File: config.mk
export PLATFORM = sky130hd
export DESIGN_NAME = irq_request_latch
export DESIGN_NICKNAME = d
export VERILOG_FILES = /design/src/rtl/irq_request_latch_pkg.sv /design/src/rtl/irq_request_latch_sync_edge_det.sv /design/src/rtl/irq_request_latch.sv
export SDC_FILE = /design/constraint.sdc
export NUM_CORES = 1
export LEC_CHECK = 0
export CORE_MARGIN = 1.5
export CORE_UTILIZATION = 35
export CTS_BUF_LIST = sky130_fd_sc_hd__clkbuf_16
export DETAILED_ROUTE_END_ITERATION = 8
export PLACE_DENSITY = 0.69
export SETUP_SLACK_MARGIN = 0.15
export SLEW_MARGIN = 10
export SYNTH_ARGS = -nofsm -noshare
export SYNTH_HDL_FRONTEND = slang
export SYNTH_SLANG_ARGS = --single-unit
File: constraint.sdc
create_clock -name clk -period 2.1 [get_ports clk]
set_clock_uncertainty 0.05 [all_clocks]
set_input_delay 0.42 -clock clk [delete_from_list [all_inputs] [get_ports clk]]
set_output_delay 0.42 -clock clk [all_outputs]
set_load 0.005 [all_outputs]
File: src/rtl/irq_request_latch_pkg.sv
// Shared widths and FSM encodings for the interrupt request capture stage.
package irq_request_latch_pkg;

    localparam int unsigned IRQ_NCH = 4;
    localparam int unsigned IRQ_IDW = 2;
    localparam int unsigned CNT_W   = 4;

    typedef enum logic [1:0] {
        ST_IDLE    = 2'd0,
        ST_ACTIVE  = 2'd1,
        ST_HOLDOFF = 2'd2
    } irq_state_e;

endpackage

File: src/rtl/irq_request_latch_sync_edge_det.sv
// One-channel synchroniser plus rising-edge detector; emits a registered one-cycle pulse.
module irq_request_latch_sync_edge_det #(
    parameter int unsigned SYNC_STAGES = 2
) (
    input  logic clk,
    input  logic rst_n,
    input  logic req_i,
    output logic edge_o
);

    logic [SYNC_STAGES-1:0] sync_q;
    logic                   s_d_q;
    logic                   edge_q;
    logic                   s_c;

    assign s_c = sync_q[SYNC_STAGES-1];

    // Pulse is registered so pending updates SYNC_STAGES+1 edges after first sample.
    always_ff @(posedge clk or negedge rst_n) begin
        if (!rst_n) begin
            sync_q <= '0;
            s_d_q  <= 1'b0;
            edge_q <= 1'b0;
        end else begin
            sync_q <= {sync_q[SYNC_STAGES-2:0], req_i};
            s_d_q  <= s_c;
            edge_q <= s_c & ~s_d_q;
        end
    end

    assign edge_o = edge_q;

endmodule

File: src/rtl/irq_request_latch.sv
// Sticky request capture with masked pending vector and holdoff-gated irq line.
// Optional per-channel overflow flags built when IRQ_OVERFLOW_EN is defined.
module irq_request_latch
    import irq_request_latch_pkg::*;
#(
    parameter int unsigned SYNC_STAGES = 2,
    parameter int unsigned HOLDOFF_CYC = 4
) (
    input  logic               clk,
    input  logic               rst_n,
    input  logic [IRQ_NCH-1:0] req_i,
    input  logic [IRQ_NCH-1:0] mask_i,
    input  logic               ack_i,
    input  logic [IRQ_IDW-1:0] ack_id_i,
    output logic [IRQ_NCH-1:0] pend_o,
    output logic               irq_o,
    output logic [IRQ_NCH-1:0] ovf_o
);

    localparam logic [CNT_W-1:0] HOLD_LOAD =
        (HOLDOFF_CYC == 0) ? '0 : CNT_W'(HOLDOFF_CYC - 1);

    logic [IRQ_NCH-1:0] edge_c;
    logic [IRQ_NCH-1:0] ack_dec_c;
    logic [IRQ_NCH-1:0] pend_d, pend_q;
    irq_state_e         state_d, state_q;
    logic [CNT_W-1:0]   cnt_d, cnt_q;
    logic               irq_q;

    for (genvar n = 0; n < IRQ_NCH; n++) begin : g_ch
        irq_request_latch_sync_edge_det #(
            .SYNC_STAGES(SYNC_STAGES)
        ) u_sed (
            .clk    (clk),
            .rst_n  (rst_n),
            .req_i  (req_i[n]),
            .edge_o (edge_c[n])
        );
    end

    always_comb begin
        ack_dec_c = '0;
        if (ack_i) ack_dec_c[ack_id_i] = 1'b1;
    end

    // A new edge wins over a same-cycle acknowledge of that channel.
    assign pend_d = edge_c | (pend_q & ~ack_dec_c);
    assign pend_o = pend_q & ~mask_i;

    always_comb begin
        state_d = state_q;
        cnt_d   = cnt_q;
        unique case (state_q)
            ST_IDLE: begin
                if (|pend_o) state_d = ST_ACTIVE;
            end
            ST_ACTIVE: begin
                if (ack_i) begin
                    if (HOLDOFF_CYC == 0) begin
                        state_d = ST_IDLE;
                    end else begin
                        state_d = ST_HOLDOFF;
                        cnt_d   = HOLD_LOAD;
                    end
                end else if (pend_o == '0) begin
                    state_d = ST_IDLE;
                end
            end
            ST_HOLDOFF: begin
                if (cnt_q == '0) state_d = ST_IDLE;
                else             cnt_d   = cnt_q - CNT_W'(1);
            end
            default: state_d = ST_IDLE;
        endcase
    end

    always_ff @(posedge clk or negedge rst_n) begin
        if (!rst_n) begin
            pend_q  <= '0;
            state_q <= ST_IDLE;
            cnt_q   <= '0;
            irq_q   <= 1'b0;
        end else begin
            pend_q  <= pend_d;
            state_q <= state_d;
            cnt_q   <= cnt_d;
            irq_q   <= (state_d == ST_ACTIVE);
        end
    end

    assign irq_o = irq_q;

`ifdef IRQ_OVERFLOW_EN
    logic [IRQ_NCH-1:0] ovf_d, ovf_q;

    // Overflow uses the raw pending bits; the mask does not hide a lost edge.
    assign ovf_d = (edge_c & pend_q) | (ovf_q & ~ack_dec_c);

    always_ff @(posedge clk or negedge rst_n) begin
        if (!rst_n) ovf_q <= '0;
        else        ovf_q <= ovf_d;
    end

    assign ovf_o = ovf_q;
`else
    assign ovf_o = '0;
`endif

endmodule

==> results of run 1 <==
through the flow:
step / power [mW] / setup slack (ns) / cell area (sq um)
after global routing: 1.339 / 0.3326 / 1297
after detailed placement: 0.8679 / 0.09395 / 1195
final: 1.264 / 0.3959 / 1297
after CTS: 1.286 / 0.1572 / 1292
after global placement: 0.8538 / 0.1353 / 1195
after floorplan: 0.7716 / 0.6294 / 1008
final timing paths:
check                      slack [ns]                                 to                              start
min                              0.30  g_ch[1].u_sed.sync_q[1]$_DFF_PN0_  g_ch[1].u_sed.sync_q[0]$_DFF_PN0_
min reg2reg                      0.30  g_ch[1].u_sed.sync_q[1]$_DFF_PN0_  g_ch[1].u_sed.sync_q[0]$_DFF_PN0_
min in group asynchronous        0.48               cnt_q[0]$_DFFE_PN0P_                              rst_n
max reg2reg                      0.52               cnt_q[1]$_DFFE_PN0P_               cnt_q[0]$_DFFE_PN0P_
max in group asynchronous        1.27  g_ch[2].u_sed.sync_q[0]$_DFF_PN0_                              rst_n
max                              0.40                          pend_o[2]                          mask_i[2]
placed cells by master (no fill, tap or decap), drive strengths merged:
cell            n
nor2b           8
nand3           3
inv             5
a221oi          1
a31oi           1
clkdlybuf4s50  13
nor3            3
dlymetal6s2s    1
clkbuf          3
a21o            3
nand2           3
mux2i           3
or3b            2
nor4            1
o21ai           1
and2b           1
nand2b          1
ha              2
dlygate4sd2     3
and2            2
conb            4
dfrtp          27
a21boi          1
buf             4
nand3b          2
cells by family after synthesis:
group	after synthesis	share of synthesized area
flops	27	0.6775
simple gates	26	0.1619
buf+inv	8	0.04517
compound gates	7	0.05646
mux	3	0.03011
fa+ha+maj	2	0.02509
other cells	1	0.003761
synth_stat cells (2+ instances only):
cell,n,share of area
nor2b_1,8,0.050
buf_4,4,0.030
nand3_1,3,0.015
mux2i_1,3,0.030
ha_1,2,0.025
inv_1,4,0.015
a21o_1,3,0.023
nor3_1,3,0.015
nand3b_1,2,0.015
nand2_1,3,0.011
dfrtp_1,27,0.68
layout make-up:
cell class                      instances  area (sq um)  area share
Sequential cell                        27         675.6      0.5207
Multi-Input combinational cell         42         290.3      0.2237
Timing Repair Buffer                   21         198.9      0.1533
Clock buffer                            3         75.07     0.05786
Tap cell                               31         38.79     0.02989
Inverter                                4         15.01     0.01157
Clock inverter                          1         3.754    0.002893
flip-flops by register name, summed over array words and instances, names as in the netlist:
register / count
cnt_q: 4
g_ch.u_sed.edge_o: 4
g_ch.u_sed.s_d_q: 4
g_ch.u_sed.sync_q: 8
irq_o: 1
pend_q: 4
state_q: 2
worst reg2reg max path, delay by kind of cell, from the launching register on:
| family | cells | cell delay (ns) |
|---|---|---|
| buf+inv | 1 | 0.12 |
| fa+ha+maj | 1 | 0.15 |
| flops | 1 | 0.38 |
| compound gates | 2 | 0.35 |
| simple gates | 1 | 0.41 |
routing by layer:
layer  GRT usage  up-vias  part of all wire
li1            -      287                 -
met1      0.1120      290              0.43
met2      0.1714       22              0.49
met3     0.02765        2             0.066
met4     0.05102        0            0.0084
met5           0        -                 0
repair_timing:
action / 4_1_cts / 5_1_grt
buffers inserted: 3 / 0
setup endpoints to repair: 4 / 1
resized for setup: 3 / 2
report_power, final:
part / total [mW] / internal, mW / switching, mW
combinational: 0.230 / 0.123 / 0.106
clock: 0.402 / 0.254 / 0.149
sequential: 0.632 / 0.591 / 0.0405
==> metrics.txt, run 1 <==
area of the core around 2700 sq um; HP Class register to register; min cycle time layout between 1.5 and 2 ns; Setup violations, final 0; Pre-Repair DR Iteration Count 3; fin nets ~110; Post-synth EDFFs 0; hpwl dp around 1.0 mm; CP Depth 3; row count 19; Critical Path Max Stage Delay 0.41 ns; ys async rst share 1.000; Critical Path Fanout Max 2; placed cells between 100 and 150; worst vdd ir 0.5621 mV; Routed Wire Length between 1 and 1.5 mm; startpoint types input port; Main synth FF type dfrtp_1; CTS Buf Count 3; initial core utilization 0.3648; post-synthesis cell count 74; leakage about 0.63 nW; Arrival @ worst endpoint 1.23 ns; Remaining DRCs 0; clock root cell clkbuf_16; Top Ports 22; power per cell area roughly 1000 nW/um^2; Ys Warns 0; TritonCTS clock tree done; chip height approximately 56 um; Seq/Total Area, Yosys 0.6775; crit-path cells clkdlybuf4s50_1 -> nor2b_1 -> dlygate4sd2_1; initial antenna violation count 0; Synth cell types 23; RSZ-0062 raised after global routing false; Antenna Nets Post-Route 0; worst skew pair latency approximately 0.25 ns; pin count of the biggest net entering global routing 28; Final GP Congestion roughly 0.74; post-synthesis average cell area around 13 sq um; CP required between 1.5 and 2 ns; fraction of layout cells with a size suffix above 1 0.1224; Buf+Inv Stages, Crit Path 2; Peak Freq about 0.59 GHz; GRT Util Overall 0.09951; max-cap viol count 0; FF-to-FF path depth 5; Ant. Diodes 0; wire per inst approximately 11 um; CTS hold repair buffers 0; Tcrit/Tclk final 0.8115; Final Max Tran Viols 0; Via density 4.659; Non-Filler Instances roughly 130; Fin. Hold Viols 0; Seq cells post-synth 27; Filler cells approximately 250; vias roughly 600; vias in the first global route ~600; CTS clk-pin slew, worst paths roughly 0.060 ns; Mapped Area approximately 1000 sq um; die width 56.38 um; CTS Buffer Depth 2; clock sink count 27; status complete, no violations; buffers added on ports 17; total negative slack for setup checks 0 ns; critical path type input port to output port; Area Overhead vs Synth 30.11%; Top delay family on crit path buffers and inverters; global route total overflow 0; Final Core Density 0.4746; initial DRC count 15; Hold Crit Depth 0; critical path endpoint category output port; crit path max-delay cell type clkdlybuf4s50_1; H-tree depth 1; first-pass GRT wire length 2.456 mm; Die Footprint 3178 sq um; hold_ws a little under 0.3 ns
Power figures use the tool's default switching activity.
==> run 2: changes to the inputs <==
PLACE_DENSITY = 0.71   (was 0.69)
clock period = 1.38 ns   (was 2.1 ns; I/O delays follow)
==> run 2 against run 1 <==
The flow now finishes with violations (setup timing). Non-clock buffer count is 16 higher. First-iteration DRC count is 13% lower. Clock-buffer cell count stayed put. Total power is 72% higher. Final cell count is 12% higher. Clock power is 62% higher. Sequential share of layout area is 6.5 points lower. Critical path depth is 2 higher. Critical path type is now register to register. Global-route usage is 2.2 points higher.
==> metrics.txt, run 2 (synthesis gave the netlist of run 1 again) <==
status finished with violations (was complete, no violations); failing checks setup timing; worst vdd ir 0.7947 mV (was 0.5621 mV); area of the core 2734 sq um (unchanged); Most flops, register g_ch.u_sed.sync_q (unchanged); HP Class register to register (unchanged); Flop pwr share 0.444 (was 0.500); CTS Buf Count 3 (unchanged); leakage 0.7259 nW (was 0.6293 nW); initial DRC count 13 (was 15); GRT Util Overall 0.1219 (was 0.09951); Net Sw Power 547.3 uW (was 295.4 uW); global route total overflow 0 (unchanged); Final WS setup -0.1299 ns (was 0.3959 ns); critical path type register to register (was input port to output port); total negative slack for setup checks -0.3692 ns (was 0 ns); fin nets 130 (was 114); pin count of the biggest net entering global routing 28 (unchanged); placed inst area 1282 sq um (was 1195 sq um); initial antenna violation count 0 (unchanged); Switching Fraction 0.2523 (was 0.2337); CTS hold repair buffers 0 (unchanged); Setup violations, final 4 (was 0); critical path endpoint category register (was output port); hpwl dp 1.069 mm (was 1.027 mm); worst skew pair latency 0.26 ns (was 0.25 ns); vias 673 (was 601); Final Max Tran Viols 0 (unchanged); die width 56.38 um (unchanged); CTS Buffer Depth 2 (unchanged); most common cell after layout, fill and taps aside dfrtp_1 (unchanged); Buf+Inv Stages, Crit Path 1 (was 2); Final GP Congestion 0.6863 (was 0.7367); wire per inst 12.30 um (was 11.02 um); Remaining DRCs 0 (unchanged); Arrival @ worst endpoint 1.59 ns (was 1.23 ns); Peak Freq 0.6623 GHz; TritonCTS clock tree done (unchanged); first-pass GRT wire length 2.904 mm (was 2.456 mm); initial core utilization 0.3648 (unchanged); Tcrit/Tclk final 1.094; Ant. Diodes 0 (unchanged); crit-path cells inv_2 -> ha_4 -> or3b_4 -> a221oi_2 -> a31oi_1 (was clkdlybuf4s50_1 -> nor2b_1 -> dlygate4sd2_1); Pre-Repair DR Iteration Count 4 (was 3); max-cap viol count 0 (unchanged); Routed Wire Length 1.784 mm (was 1.422 mm); clock root cell clkbuf_16 (unchanged); Finished Cell Area 1483 sq um (was 1297 sq um); Antenna Nets Post-Route 0 (unchanged); hold_ws 0.2981 ns (was 0.2963 ns); buffers added on ports 17 (unchanged); fraction of layout cells with a size suffix above 1 0.3684 (was 0.1224); Top delay family on crit path simple AND/OR/NAND/NOR gates (was buffers and inverters); number of flip-flops in the largest register 8 (unchanged); Fin. Hold Viols 0 (unchanged); chip height 56.38 um (unchanged); Clk network pwr share 0.300 (was 0.318); most frequent cells in the layout dfrtp_1, buf_4, clkdlybuf4s50_1, dlygate4sd2_1 (was dfrtp_1, clkdlybuf4s50_1, nor2b_1, inv_1); Via density 4.641 (was 4.659); power per cell area 1463 nW/um^2 (was 974.2 nW/um^2); Post-Place Setup Slack -0.3033 ns (was 0.09395 ns); clock sink count 27 (unchanged); min cycle time layout 1.510 ns; RSZ-0062 raised after global routing true (was false); H-tree depth 1 (unchanged); Area Overhead vs Synth 48.68% (was 30.11%); crit path max-delay cell type or3b_4 (was clkdlybuf4s50_1); vias in the first global route 654 (was 598); Critical Path Max Stage Delay 0.41 ns (about the same); Die Footprint 3178 sq um (unchanged); cell-internal power 1.622 mW (was 968.6 uW); CTS clk-pin slew, worst paths 0.06 ns (about the same); row count 19 (unchanged); Critical Path Fanout Max 5 (was 2); Comb pwr share 0.256 (was 0.182); startpoint types register (was input port); Top Ports 22 (unchanged); CP required 1.46 ns (was 1.63 ns)
-- run 2: metal layers --
| metal | share of wire | global-route usage | wire length [um] |
|---|---|---|---|
| met3 | 0.053 | 0.02074 | 95 |
| met5 | 0 | 0 | 0 |
| met1 | 0.41 | 0.1448 | 739 |
| met4 | 0.020 | 0.07143 | 36 |
| met2 | 0.51 | 0.2067 | 912 |
-- run 2: power groups by stage --
stage	Clock (mW)	Combinational, mW	Sequential [mW]
after global routing	0.708	0.606	0.976
final	0.650	0.555	0.964
after CTS	0.678	0.498	0.959
after global placement	0	0.414	0.969
after detailed placement	0	0.431	0.972
after floorplan	0	0.215	0.965
-- run 2: layout make-up --
class | count | area (sq um)
clock inverter | 1 | 7.507
clock buffer | 3 | 75.07
fill | 238 | 1251
tap | 31 | 38.79
multi-input combinational | 42 | 356.6
timing repair buffer | 37 | 314.1
inverter | 4 | 15.01
sequential | 27 | 675.6
-- run 2: path summary, 6_finish.rpt --
path,slack (ns),endpoint,depth (start not counted),from
worst min register to register,0.30,g_ch[3].u_sed.sync_q[1]$_DFF_PN0_,0,g_ch[3].u_sed.sync_q[0]$_DFF_PN0_
worst max register to register,-0.13,cnt_q[1]$_DFFE_PN0P_,5,cnt_q[1]$_DFFE_PN0P_
min in group asynchronous,0.31,g_ch[1].u_sed.sync_q[1]$_DFF_PN0_,2,rst_n
worst min-delay path,0.30,g_ch[3].u_sed.sync_q[1]$_DFF_PN0_,0,g_ch[3].u_sed.sync_q[0]$_DFF_PN0_
max in group asynchronous,0.82,state_q[0]$_DFF_PN0_,2,rst_n
worst max-delay path,-0.13,cnt_q[1]$_DFFE_PN0P_,5,cnt_q[1]$_DFFE_PN0P_
-- run 2: timing repair --
| action | 4_1_cts | 5_1_grt |
|---|---|---|
| endpoints found under the setup margin | 13 | 11 |
| resized for setup | 35 | 3 |
| buffers inserted | 4 | 5 |
| pin swaps | 2 | 3 |
-- run 2: stage by stage --
stage                 util  std cells  total power, mW
floorplan                -         77            1.180
global placement    0.4691        132            1.383
detailed placement  0.4691        132            1.403
CTS                 0.5240        140            2.135
global route        0.5423        145            2.290
finish              0.5423        145            2.169
